$ cat src/rtl/sisc_ctrl_mc.sv
// Multicycle control FSM for the SISC datapath: fetch/decode/execute/memory/writeback
// sequencing with opcode-dependent state skipping, memory handshake timeout, HALT and FAULT.
module sisc_ctrl_mc #(
    parameter int OPW          = 4,
    parameter int CCW          = 4,
    parameter int IMM_MM       = 8,
    parameter int MEM_TIMEOUT  = 15,
    parameter int TRAP_ILLEGAL = 1
) (
    input  logic           clk,
    input  logic           rst_f,
    input  logic [OPW-1:0] opcode,
    input  logic [CCW-1:0] mm,
    input  logic [CCW-1:0] stat,
    input  logic           mem_ack,
    input  logic           run,
    output logic           rf_we,
    output logic [1:0]     alu_op,
    output logic           wb_sel,
    output logic           rb_sel,
    output logic           pc_sel,
    output logic           pc_write,
    output logic           pc_rst,
    output logic           ir_load,
    output logic           br_sel,
    output logic           mem_re,
    output logic           mem_we,
    output logic           halted,
    output logic           fault,
    output logic [3:0]     state
);

    typedef enum logic [3:0] {
        ST_START0    = 4'd0,
        ST_START1    = 4'd1,
        ST_FETCH     = 4'd2,
        ST_DECODE    = 4'd3,
        ST_EXECUTE   = 4'd4,
        ST_MEM       = 4'd5,
        ST_WRITEBACK = 4'd6,
        ST_HALT      = 4'd7,
        ST_FAULT     = 4'd8
    } state_t;

    localparam logic [OPW-1:0] OP_NOOP = OPW'(0);
    localparam logic [OPW-1:0] OP_LOD  = OPW'(1);
    localparam logic [OPW-1:0] OP_STR  = OPW'(2);
    localparam logic [OPW-1:0] OP_SWP  = OPW'(3);
    localparam logic [OPW-1:0] OP_BRA  = OPW'(4);
    localparam logic [OPW-1:0] OP_BRR  = OPW'(5);
    localparam logic [OPW-1:0] OP_BNE  = OPW'(6);
    localparam logic [OPW-1:0] OP_BNR  = OPW'(7);
    localparam logic [OPW-1:0] OP_ALU  = OPW'(8);
    localparam logic [OPW-1:0] OP_HLT  = OPW'(15);

    localparam logic [CCW-1:0] IMM_CODE = CCW'(IMM_MM);
    localparam logic [7:0]     TMO_LAST = 8'(MEM_TIMEOUT - 1);

    state_t     state_q;
    state_t     state_d;
    logic [7:0] wait_cnt;

    logic       is_branch;
    logic       is_legal;
    logic       is_mem_op;
    logic       cond_hit;
    logic       taken;
    logic       imm_mode;
    logic [1:0] alu_code;

    assign is_branch = (opcode == OP_BRA) || (opcode == OP_BRR) ||
                       (opcode == OP_BNE) || (opcode == OP_BNR);
    assign is_mem_op = (opcode == OP_LOD) || (opcode == OP_STR);
    assign is_legal  = is_branch || is_mem_op || (opcode == OP_NOOP) ||
                       (opcode == OP_SWP) || (opcode == OP_ALU) || (opcode == OP_HLT);

    // BRA/BRR branch on any selected flag set, BNE/BNR on none set.
    assign cond_hit  = |(stat & mm);
    assign taken     = ((opcode == OP_BRA) || (opcode == OP_BRR)) ? cond_hit : ~cond_hit;

    assign imm_mode  = (mm == IMM_CODE);
    assign alu_code  = {(opcode != OP_ALU), imm_mode};

    assign state     = state_q;

    always_ff @(posedge clk) begin
        if (rst_f) begin
            state_q <= ST_START0;
        end else begin
            state_q <= state_d;
        end
    end

    // Counts unacknowledged MEM cycles; any other state or an ack restarts it.
    always_ff @(posedge clk) begin
        if (rst_f) begin
            wait_cnt <= '0;
        end else if ((state_q == ST_MEM) && !mem_ack) begin
            wait_cnt <= wait_cnt + 8'd1;
        end else begin
            wait_cnt <= '0;
        end
    end

    always_comb begin
        state_d  = state_q;
        rf_we    = 1'b0;
        alu_op   = 2'b00;
        wb_sel   = 1'b0;
        rb_sel   = 1'b0;
        pc_sel   = 1'b0;
        pc_write = 1'b0;
        pc_rst   = 1'b0;
        ir_load  = 1'b0;
        br_sel   = 1'b0;
        mem_re   = 1'b0;
        mem_we   = 1'b0;
        halted   = 1'b0;
        fault    = 1'b0;

        case (state_q)
            ST_START0: begin
                pc_rst  = 1'b1;
                state_d = ST_START1;
            end
            ST_START1: begin
                state_d = ST_FETCH;
            end
            ST_FETCH: begin
                ir_load  = 1'b1;
                pc_write = 1'b1;
                state_d  = ST_DECODE;
            end
            ST_DECODE: begin
                if (is_branch) begin
                    pc_sel   = 1'b1;
                    br_sel   = (opcode == OP_BRA) || (opcode == OP_BNE);
                    pc_write = taken;
                    state_d  = ST_START1;
                end else if (opcode == OP_NOOP) begin
                    state_d = ST_START1;
                end else if (opcode == OP_HLT) begin
                    state_d = ST_HALT;
                end else if (!is_legal) begin
                    state_d = (TRAP_ILLEGAL != 0) ? ST_FAULT : ST_START1;
                end else begin
                    state_d = ST_EXECUTE;
                end
            end
            ST_EXECUTE: begin
                rb_sel  = imm_mode;
                alu_op  = alu_code;
                state_d = is_mem_op ? ST_MEM : ST_WRITEBACK;
            end
            // An ack on the final allowed cycle still wins over the timeout.
            ST_MEM: begin
                rb_sel = imm_mode;
                alu_op = alu_code;
                mem_re = (opcode == OP_LOD);
                mem_we = (opcode == OP_STR);
                if (mem_ack) begin
                    state_d = (opcode == OP_LOD) ? ST_WRITEBACK : ST_START1;
                end else if (wait_cnt == TMO_LAST) begin
                    state_d = ST_FAULT;
                end
            end
            ST_WRITEBACK: begin
                rf_we   = 1'b1;
                wb_sel  = (opcode == OP_LOD);
                rb_sel  = imm_mode;
                alu_op  = alu_code;
                state_d = ST_START1;
            end
            ST_HALT: begin
                halted = 1'b1;
                if (run) begin
                    state_d = ST_START1;
                end
            end
            ST_FAULT: begin
                fault = 1'b1;
            end
            default: begin
                state_d = ST_START0;
            end
        endcase
    end

endmodule

$ cat config.mk
export PLATFORM = sky130hd
export DESIGN_NAME = sisc_ctrl_mc
export DESIGN_NICKNAME = d
export VERILOG_FILES = /design/src/rtl/sisc_ctrl_mc.sv
export SDC_FILE = /design/constraint.sdc
export NUM_CORES = 1
export LEC_CHECK = 0
export BUFFER_PORTS_ARGS = -buffer_cell sky130_fd_sc_hd__buf_2
export CORE_UTILIZATION = 50
export DETAILED_ROUTE_END_ITERATION = 10
export GPL_ROUTABILITY_DRIVEN = 0
export PLACE_DENSITY = 0.91
export SYNTH_ARGS = -nofsm -noshare
export SYNTH_HDL_FRONTEND = slang
export SYNTH_SLANG_ARGS = --single-unit
$ cat constraint.sdc
create_clock -name clk -period 4.65 [get_ports clk]
set_clock_uncertainty 0.2 [all_clocks]
set_input_delay 0.465 -clock clk [delete_from_list [all_inputs] [get_ports clk]]
set_output_delay 0.465 -clock clk [all_outputs]
set_load 0.005 [all_outputs]
==> results of run 1 <==
## Yosys cell counts (2+ instances only)
master	count
nor2_1	19
dfxtp_1	12
nand2_1	7
xor2_1	6
buf_2	5
a21oi_1	4
inv_1	4
nand2b_1	4
nand3_1	4
nor3_1	4
o21ai_0	4
nand4_1	3
or3_1	3
a221oi_1	2
ha_1	2
nor2_2	2
o21bai_1	2
o22ai_1	2
## area by class of cell
type	instances	area, µm²	share of cell area (%)
multi-input combinational	89	594	55.0
tap	24	30.0	2.78
inverter	4	15.0	1.39
timing repair buffer	33	165	15.3
clock buffer	4	36.3	3.36
sequential	12	240	22.2
## stage by stage
stage	std cells	worst slack, ps
2_1_floorplan	114	2670
3_3_place_gp	162	2540
3_5_place_dp	162	2510
4_1_cts	166	2260
5_1_grt	166	2120
6_report	166	2250
## routing by layer
metal | share of wire, % | routed length, µm
met5 | 0 | 0
met4 | 1.8 | 37
met3 | 5.7 | 118
met2 | 51 | 1070
met1 | 41 | 859
## worst max-delay path, stage by stage, from the launching register on
cell	delay, ps
dfxtp_1	550
nand2b_1	230
nor2_2	250
nand3_1	150
o21bai_1	150
buf_2	130
## logic make-up after synthesis
group / after synthesis / share of synthesized area [%]
buf+inv: 13 / 7.49
flops: 12 / 26.6
compound gates: 22 / 17.9
xor+xnor: 7 / 6.80
fa+ha+maj: 2 / 2.77
mux: 1 / 1.11
simple gates: 57 / 37.3
## state kept, by name, indices dropped and copies added, names as in the netlist
register  cells
state         4
wait_cnt      8
## power by group through the flow
stage | Sequential [µW] | Combinational (µW) | Clock, µW
final | 117 | 57.6 | 81.7
after global routing | 118 | 64.3 | 88.0
after CTS | 117 | 57.4 | 84.5
after detailed placement | 119 | 57.0 | 0
after global placement | 119 | 54.9 | 0
after floorplan | 111 | 46.0 | 0
## worst max path at each step
stage	start	to	slack, ps	cells after the start
6_report	state[1]$_SDFFE_PP0P_	pc_write	2250	5
5_1_grt	state[1]$_SDFFE_PP0P_	pc_write	2120	5
2_1_floorplan	opcode[3]	wb_sel	2670	3
4_1_cts	state[1]$_SDFFE_PP0P_	pc_write	2260	5
3_5_place_dp	opcode[1]	mem_re	2510	4
3_3_place_gp	opcode[1]	wb_sel	2540	4
==> flow_summary.ini, run 1 <==
[clock_tree]
clkLatencyLatePin_ps = 270
clockBufferDepth = 2
cts_setup_buffers = 0
clk_pin_slew_ps = 80
hold_buffers = 0
cts_buffers = 3
cts_root_buf = clkbuf_4
htree_num_levels = 1
cts_tree = done
post_cts_resized = 0
cts_sinks = 12

[global_route]
grt_pass1_vias = 850
use_met3_pct = 6.94
grt_max_degree = 13
antenna_found_initial = 0
overflow = 0
grt_first_pass_wirelength_mm = 3.53
use_met1_pct = 26.7
grt.busiest_layer = met2
grt_usage_pct = 23.6
use_met2_pct = 42.6

[sta]
period_share_pct = 51.7
tightest_slew_ps = 474
fin_tns_setup_ps = 0
slew_headroom_pct = 68.3
timing.fmax_mhz = 416
setup_viol_count_final = 0
fin_hold_ws_ps = 210
hold_viol = 0
rsz0062_at_grt = no
slew_viol_final = 0
finalCriticalPeriod_ps = 2400

[critical_path]
worst_r2r_endpoint = state[0]$_SDFFE_PP0P_
path_class = reg -> out
r2r_start = state[1]$_SDFFE_PP0P_
critPathLaunchType = flip-flop
worstSetupEndpointType = primary output
cp_max_fo = 10
arrival_ps = 1740
crit_required_ps = 3980
r2r_slack_ps = 2860
r2r_cells = 5

[layout]
layout_common_cells = buf_2, nor2_1, dfxtp_1
fillCellCount = 142
diodes = 0
design_area_um2 = 1080
syn2layout_area_growth_pct = 19.8
drive_above_1_share_pct = 31.7
fin_nets = 161
final_common_cell = buf_2
final_core_util_pct = 67.8

[synthesis]
synthDistinctLibCells = 43
yosysSeqAreaShare_pct = 26.6
synth-edff-count = 0
ys_warn_count = 0
synth_nets = 132
syn_area_per_cell_um2 = 7.91
ys_ff_latch = 12
synth_area_leader_cell = dfxtp_1
yosys-top-cells-area = dfxtp_1, nor2_1, xor2_1
ys_async_sr_fraction_pct = 0
synth_top_flop_cell = dfxtp_1
synth_area_um2 = 902
syn-instance-count = 114
yosysTopAreaCellShare_pct = 26.6

[routing]
viasPerCell = 5.66
first_pass_iters = 4
via_count = 939
drc_errors = 0
wl_mm = 2.08
drtIter0Drc = 20
ant_nets = 0
post_drt_wl_per_cell_um = 12.5

[status]
outcome = finished clean

[worst_hold_path]
min_to = state[2]$_SDFFE_PP0P_
hp-class = in -> reg
min_from = rst_f
min_path_cells = 2

[pwr]
p_comb_share_pct = 22.5
irDropWorstVdd_mv = 0.256
switchingPower_uw = 74.6
cellLeakagePower_uw = 0.000475
swShare_pct = 29.1
internal-power_uw = 181
seqPwrFrac_pct = 45.6
power_density_nw_per_um2 = 237
power_frac_clock_pct = 31.9
total_power_uw = 256

[die]
die_area_um2 = 1980
core_area_um2 = 1590
rows = 14
pin_count = 34
die_h_um = 44.5
initial_utilization_pct = 56.6
die_w_um = 44.5

[placed_design]
portBuffers = 33
hpwl_mm = 1.69
place_area_um2 = 1040

[job]
maxCapViolations = 0
No activity file was read; power rests on OpenSTA's default activity.
==> run 2, diff against run 1 <==
--- a/config.mk
+++ b/config.mk
@@ -6,10 +6,10 @@
 export NUM_CORES = 1
 export LEC_CHECK = 0
 export BUFFER_PORTS_ARGS = -buffer_cell sky130_fd_sc_hd__buf_2
-export CORE_UTILIZATION = 50
+export CORE_UTILIZATION = 43
 export DETAILED_ROUTE_END_ITERATION = 10
 export GPL_ROUTABILITY_DRIVEN = 0
-export PLACE_DENSITY = 0.91
+export PLACE_DENSITY = 0.84
 export SYNTH_ARGS = -nofsm -noshare
 export SYNTH_HDL_FRONTEND = slang
 export SYNTH_SLANG_ARGS = --single-unit
==> constraint.sdc (replaced) <==
create_clock -name clk -period 2.1 [get_ports clk]
set_clock_uncertainty 0.2 [all_clocks]
set_input_delay 0.21 -clock clk [delete_from_list [all_inputs] [get_ports clk]]
set_output_delay 0.21 -clock clk [all_outputs]
set_load 0.005 [all_outputs]
==> flow_summary.ini, run 2 (same netlist as run 1, synthesis figures left out) <==
[global_route]
antenna_found_initial = 0
use_met1_pct = 20.8
grt_first_pass_wirelength_mm = 3.15
grt_usage_pct = 19.7
grt_pass1_vias = 800
grt_max_degree = 13
grt.busiest_layer = met2
use_met2_pct = 36.2
overflow = 0
use_met3_pct = 6.42

[layout]
multi_input_area_um2 = 594
fin_nets = 162
layout_common_cells = buf_2, nor2_1, dfxtp_1
final_common_cell = buf_2
syn2layout_area_growth_pct = 21.6
diodes = 0
largest_reg_flops = 8
largest-register = wait_cnt
regArea_um2 = 243
drive_above_1_share_pct = 32.9
fillCellCount = 190

[sta]
setup_viol_count_final = 0
tightest_slew_ps = 478
timing.fmax_mhz = 500
finalCriticalPeriod_ps = 2000
period_share_pct = 95.2
rsz0062_at_grt = no
fin_tns_setup_ps = 0
slew_viol_final = 0
fin_hold_ws_ps = 86.8
slew_headroom_pct = 68.1
hold_viol = 0

[critical_path]
arrival_ps = 1590
r2r_slack_ps = 290
worstSetupEndpointType = primary output
crit_required_ps = 1690
cp_max_fo = 12
critPathLaunchType = flip-flop
r2r_cells = 7
path_class = reg -> out

[clock_tree]
cts_tree = done
clkLatencyLatePin_ps = 280
cts_setup_buffers = 0
clk_pin_slew_ps = 80
cts_sinks = 12
htree_num_levels = 1
clockBufferDepth = 2
cts_buffers = 3
cts_root_buf = clkbuf_4

[worst_hold_path]
hp-class = in -> reg
min_path_cells = 3

[routing]
first_pass_iters = 4
viasPerCell = 5.41
drtIter0Drc = 15
via_count = 920
drc_errors = 0
wl_mm = 1.99
ant_nets = 0
post_drt_wl_per_cell_um = 11.7

[die]
initial_utilization_pct = 46.0
core_area_um2 = 1960
die_w_um = 47.8
die_h_um = 47.8
pin_count = 34
die_area_um2 = 2290
rows = 16

[pwr]
power_frac_clock_pct = 32.1
seqPwrFrac_pct = 45.8
internal-power_uw = 404
irDropWorstVdd_mv = 0.362
p_comb_share_pct = 22.1
switchingPower_uw = 163
swShare_pct = 28.7
cellLeakagePower_uw = 0.000480
power_density_nw_per_um2 = 517

[status]
outcome = finished clean

[placed_design]
hpwl_mm = 1.57
portBuffers = 33

[job]
maxCapViolations = 0
run 2: cell types whose count changed in the layout (fill, tap and decap cells not counted), sizes merged:
cell         before  now
dlygate4sd3       0    1
run 2: metal layers:
metal | wire (µm) | share of wire, %
met5 | 0 | 0
met4 | 0 | 0
met3 | 118 | 5.9
met2 | 1050 | 53
met1 | 820 | 41
run 2: power by group through the flow:
stage / sequential [µW] / combinational [µW] / clock [µW]
2_1_floorplan: 245 / 102 / 0
3_3_place_gp: 262 / 121 / 0
3_5_place_dp: 264 / 123 / 0
4_1_cts: 259 / 125 / 188
5_1_grt: 262 / 141 / 194
6_report: 260 / 125 / 182
run 2: area by class of cell:
| cell class | count | share of cell area (%) |
|---|---|---|
| multi-input combinational | 89 | 54.2 |
| sequential | 12 | 22.1 |
| timing repair buffer | 34 | 16.0 |
| clock buffer | 4 | 3.31 |
| tap | 27 | 3.08 |
| inverter | 4 | 1.37 |
run 2: timing repair:
| item | CTS | global route |
|---|---|---|
| gates resized for setup | 1 | 1 |
| hold endpoints to repair | 3 | 0 |
| cloned | 0 | 0 |
| setup endpoints to repair | 1 | 2 |
| hold buffers | 1 | 0 |
run 2: through the flow:
step	cells	power, µW	utilization, %	cell area (µm²)	worst slack [ps]
5_1_grt	170	597	55.9	1100	4.93
4_1_cts	170	573	55.9	1100	20.1
6_report	170	568	55.9	1100	101
2_1_floorplan	114	347	-	902	484
3_3_place_gp	165	383	53.4	1050	369
3_5_place_dp	165	386	53.4	1050	297
run 2: worst max-delay path, stage by stage, from the launching register on:
cell and delay (ps):
dfxtp_1 460, nand2b_1 240, nor2_2 190, nand3_1 150
o21bai_1 150, buf_2 120
run 2: worst paths after layout:
kind	end	start
setup / recovery	pc_write	state[2]$_SDFFE_PP0P_
hold / removal	state[1]$_SDFFE_PP0P_	mem_ack
setup reg to reg	state[0]$_SDFFE_PP0P_	wait_cnt[0]$_SDFF_PP0_
hold reg to reg	wait_cnt[0]$_SDFF_PP0_	wait_cnt[0]$_SDFF_PP0_
==> run 3, diff against run 2 <==
--- a/config.mk
+++ b/config.mk
@@ -5,6 +5,7 @@
 export SDC_FILE = /design/constraint.sdc
 export NUM_CORES = 1
 export LEC_CHECK = 0
+export ABC_AREA = 1
 export BUFFER_PORTS_ARGS = -buffer_cell sky130_fd_sc_hd__buf_2
 export CORE_UTILIZATION = 43
 export DETAILED_ROUTE_END_ITERATION = 10
==> flow_summary.ini, run 3 <==
[critical_path]
r2r_slack_ps = 370
worst_r2r_endpoint = wait_cnt[6]$_SDFF_PP0_
crit_required_ps = 1690
cp_max_fo = 6
arrival_ps = 1520
path_class = reg -> out
worstSetupEndpointType = primary output
r2r_cells = 7
r2r_start = state[2]$_SDFFE_PP0P_
critPathLaunchType = flip-flop

[worst_hold_path]
hp-class = in -> reg
min_to = state[1]$_SDFFE_PP0P_
min_path_cells = 3
min_from = mem_ack

[sta]
hold_viol = 0
tightest_slew_ps = 343
timing.fmax_mhz = 519
finalCriticalPeriod_ps = 1930
slew_viol_final = 0
fin_hold_ws_ps = 117
setup_ws_ps = 172
setup_viol_count_final = 0
rsz0062_at_grt = no
slew_headroom_pct = 76.9
fin_tns_setup_ps = 0
period_share_pct = 91.8

[routing]
post_drt_wl_per_cell_um = 9.34
drc_errors = 0
wl_mm = 2.00
first_pass_iters = 4
ant_nets = 0
viasPerCell = 4.71
via_count = 1009
drtIter0Drc = 21

[global_route]
grt_usage_pct = 18.2
antenna_found_initial = 0
grt_first_pass_wirelength_mm = 2.99
overflow = 0
grt_max_degree = 10
grt_pass1_vias = 824

[layout]
largest-register = wait_cnt
fillCellCount = 202
syn2layout_area_growth_pct = 28.0
drive_above_1_share_pct = 27.3
final_common_cell = nand2_1
diodes = 0
layout_common_cells = nand2_1, buf_2, nor2_1
final_core_util_pct = 58.4
fin_nets = 206
largest_reg_flops = 8

[pwr]
irDropWorstVdd_mv = 0.479
power_density_nw_per_um2 = 511
cellLeakagePower_uw = 0.000577

[clock_tree]
clk_pin_slew_ps = 70
cts_buffers = 3
htree_num_levels = 1
cts_tree = done
cts_sinks = 12
cts_root_buf = clkbuf_4
clockBufferDepth = 2
clkLatencyLatePin_ps = 260

[synthesis]
yosysMostFrequentCell = nand2_1
synth_area_um2 = 886
synth_top_flop_cell = dfxtp_1
ys_async_sr_fraction_pct = 0
synth_nets = 169
ys_warn_count = 0
yosys-top-cells-area = dfxtp_1, nand2_1, nor2_1
syn-instance-count = 151
synthDistinctLibCells = 23
synth_area_leader_cell = dfxtp_1
syn_area_per_cell_um2 = 5.87
yosysTopAreaCellShare_pct = 27.1
ys_ff_latch = 12
synth-edff-count = 0
yosys-top-cells-count = nand2_1, nor2_1, inv_1
yosysSeqAreaShare_pct = 27.1

[die]
pin_count = 34
die_h_um = 47.4
core_area_um2 = 1940
rows = 16
die_area_um2 = 2250
die_w_um = 47.4
initial_utilization_pct = 45.6

[placed_design]
post-place-ws_ps = 301
hpwl_mm = 1.62
portBuffers = 33

[job]
maxCapViolations = 0

[status]
outcome = finished clean
-- run 3: changes by cell type after synthesis, moves of 3 or more --
cell      delta
nand3_1      +6
nor3b_2      +3
a21oi_1      +3
inv_1       +22
nand2_1     +30
nor2_1      +15
xor2_1       -5
nand2b_1     -4
buf_2        -5
or3_1        -3
-- run 3: repair_timing --
action / 4_1_cts / 5_1_grt
pin swaps: 0 / 1
setup endpoints to repair: 1 / 2
hold buffers: 1 / 0
gates resized for setup: 1 / 7
gates cloned: 0 / 0
endpoints found under the hold margin: 4 / 0
setup buffers: 0 / 0
-- run 3: metrics by stage --
stage,cell area [µm²],power [µW],cells
detailed placement,1070,400,209
finish,1130,579,214
global route,1130,619,214
global placement,1070,397,209
CTS,1110,579,214
floorplan,886,339,151
-- run 3: metal layers --
metal / global-route usage [%] / share of wire, % / up-vias
li1: - / - / 537
met1: 19.8 / 43 / 435
met2: 36.4 / 50 / 35
met5: 0 / 0 / -
met4: 5.14 / 0.50 / 0
met3: 1.54 / 6.4 / 2
-- run 3: how the worst max path moves through the flow --
stage | from | end | slack (ps) | depth (start not counted)
floorplan | state[0]$_SDFFE_PP0P_ | pc_write | 450 | 8
CTS | state[3]$_SDFFE_PP0P_ | pc_write | 40 | 10
detailed placement | state[0]$_SDFFE_PP0P_ | pc_write | 300 | 9
finish | state[3]$_SDFFE_PP0P_ | pc_write | 170 | 10
global route | state[3]$_SDFFE_PP0P_ | pc_write | 10 | 10
global placement | state[0]$_SDFFE_PP0P_ | pc_write | 360 | 9
-- run 3: kinds of logic (layout without fill, tap and decap cells) --
logic type      after synthesis  in the layout  share of synthesized area (%)
compound gates               12             12                           7.63
fa+ha+maj                     2              2                           2.82
xor+xnor                      1              1                          0.989
buf+inv                      29             65                           13.6
flops                        12             12                           27.1
simple gates                 95             95                           47.9
-- run 3: where the power goes --
| part | internal, µW | leakage, µW | switching [µW] |
|---|---|---|---|
| sequential | 239 | 0.0000986 | 14.9 |
| combinational | 62.6 | 0.000458 | 89.2 |
| clock | 105 | 0.0000210 | 67.6 |
| total | 407 | 0.000577 | 172 |
-- run 3: cell type report --
class	instances	area [µm²]	share of cell area (%)
Timing Repair Buffer	34	175	15.5
Multi-Input combinational cell	110	541	47.7
Clock buffer	4	36.3	3.20
Sequential cell	12	246	21.7
Tap cell	27	33.8	2.98
Inverter	27	101	8.94
-- run 3: worst max-delay path: stages (launching register included) --
cell and delay (ps):
dfxtp_2 350, nor2_4 120, inv_1 90, nor2_4 120, inv_1 50, nor2_1 100
inv_1 60, a21oi_1 120, o21ai_0 90, nand2_1 50, buf_2 100
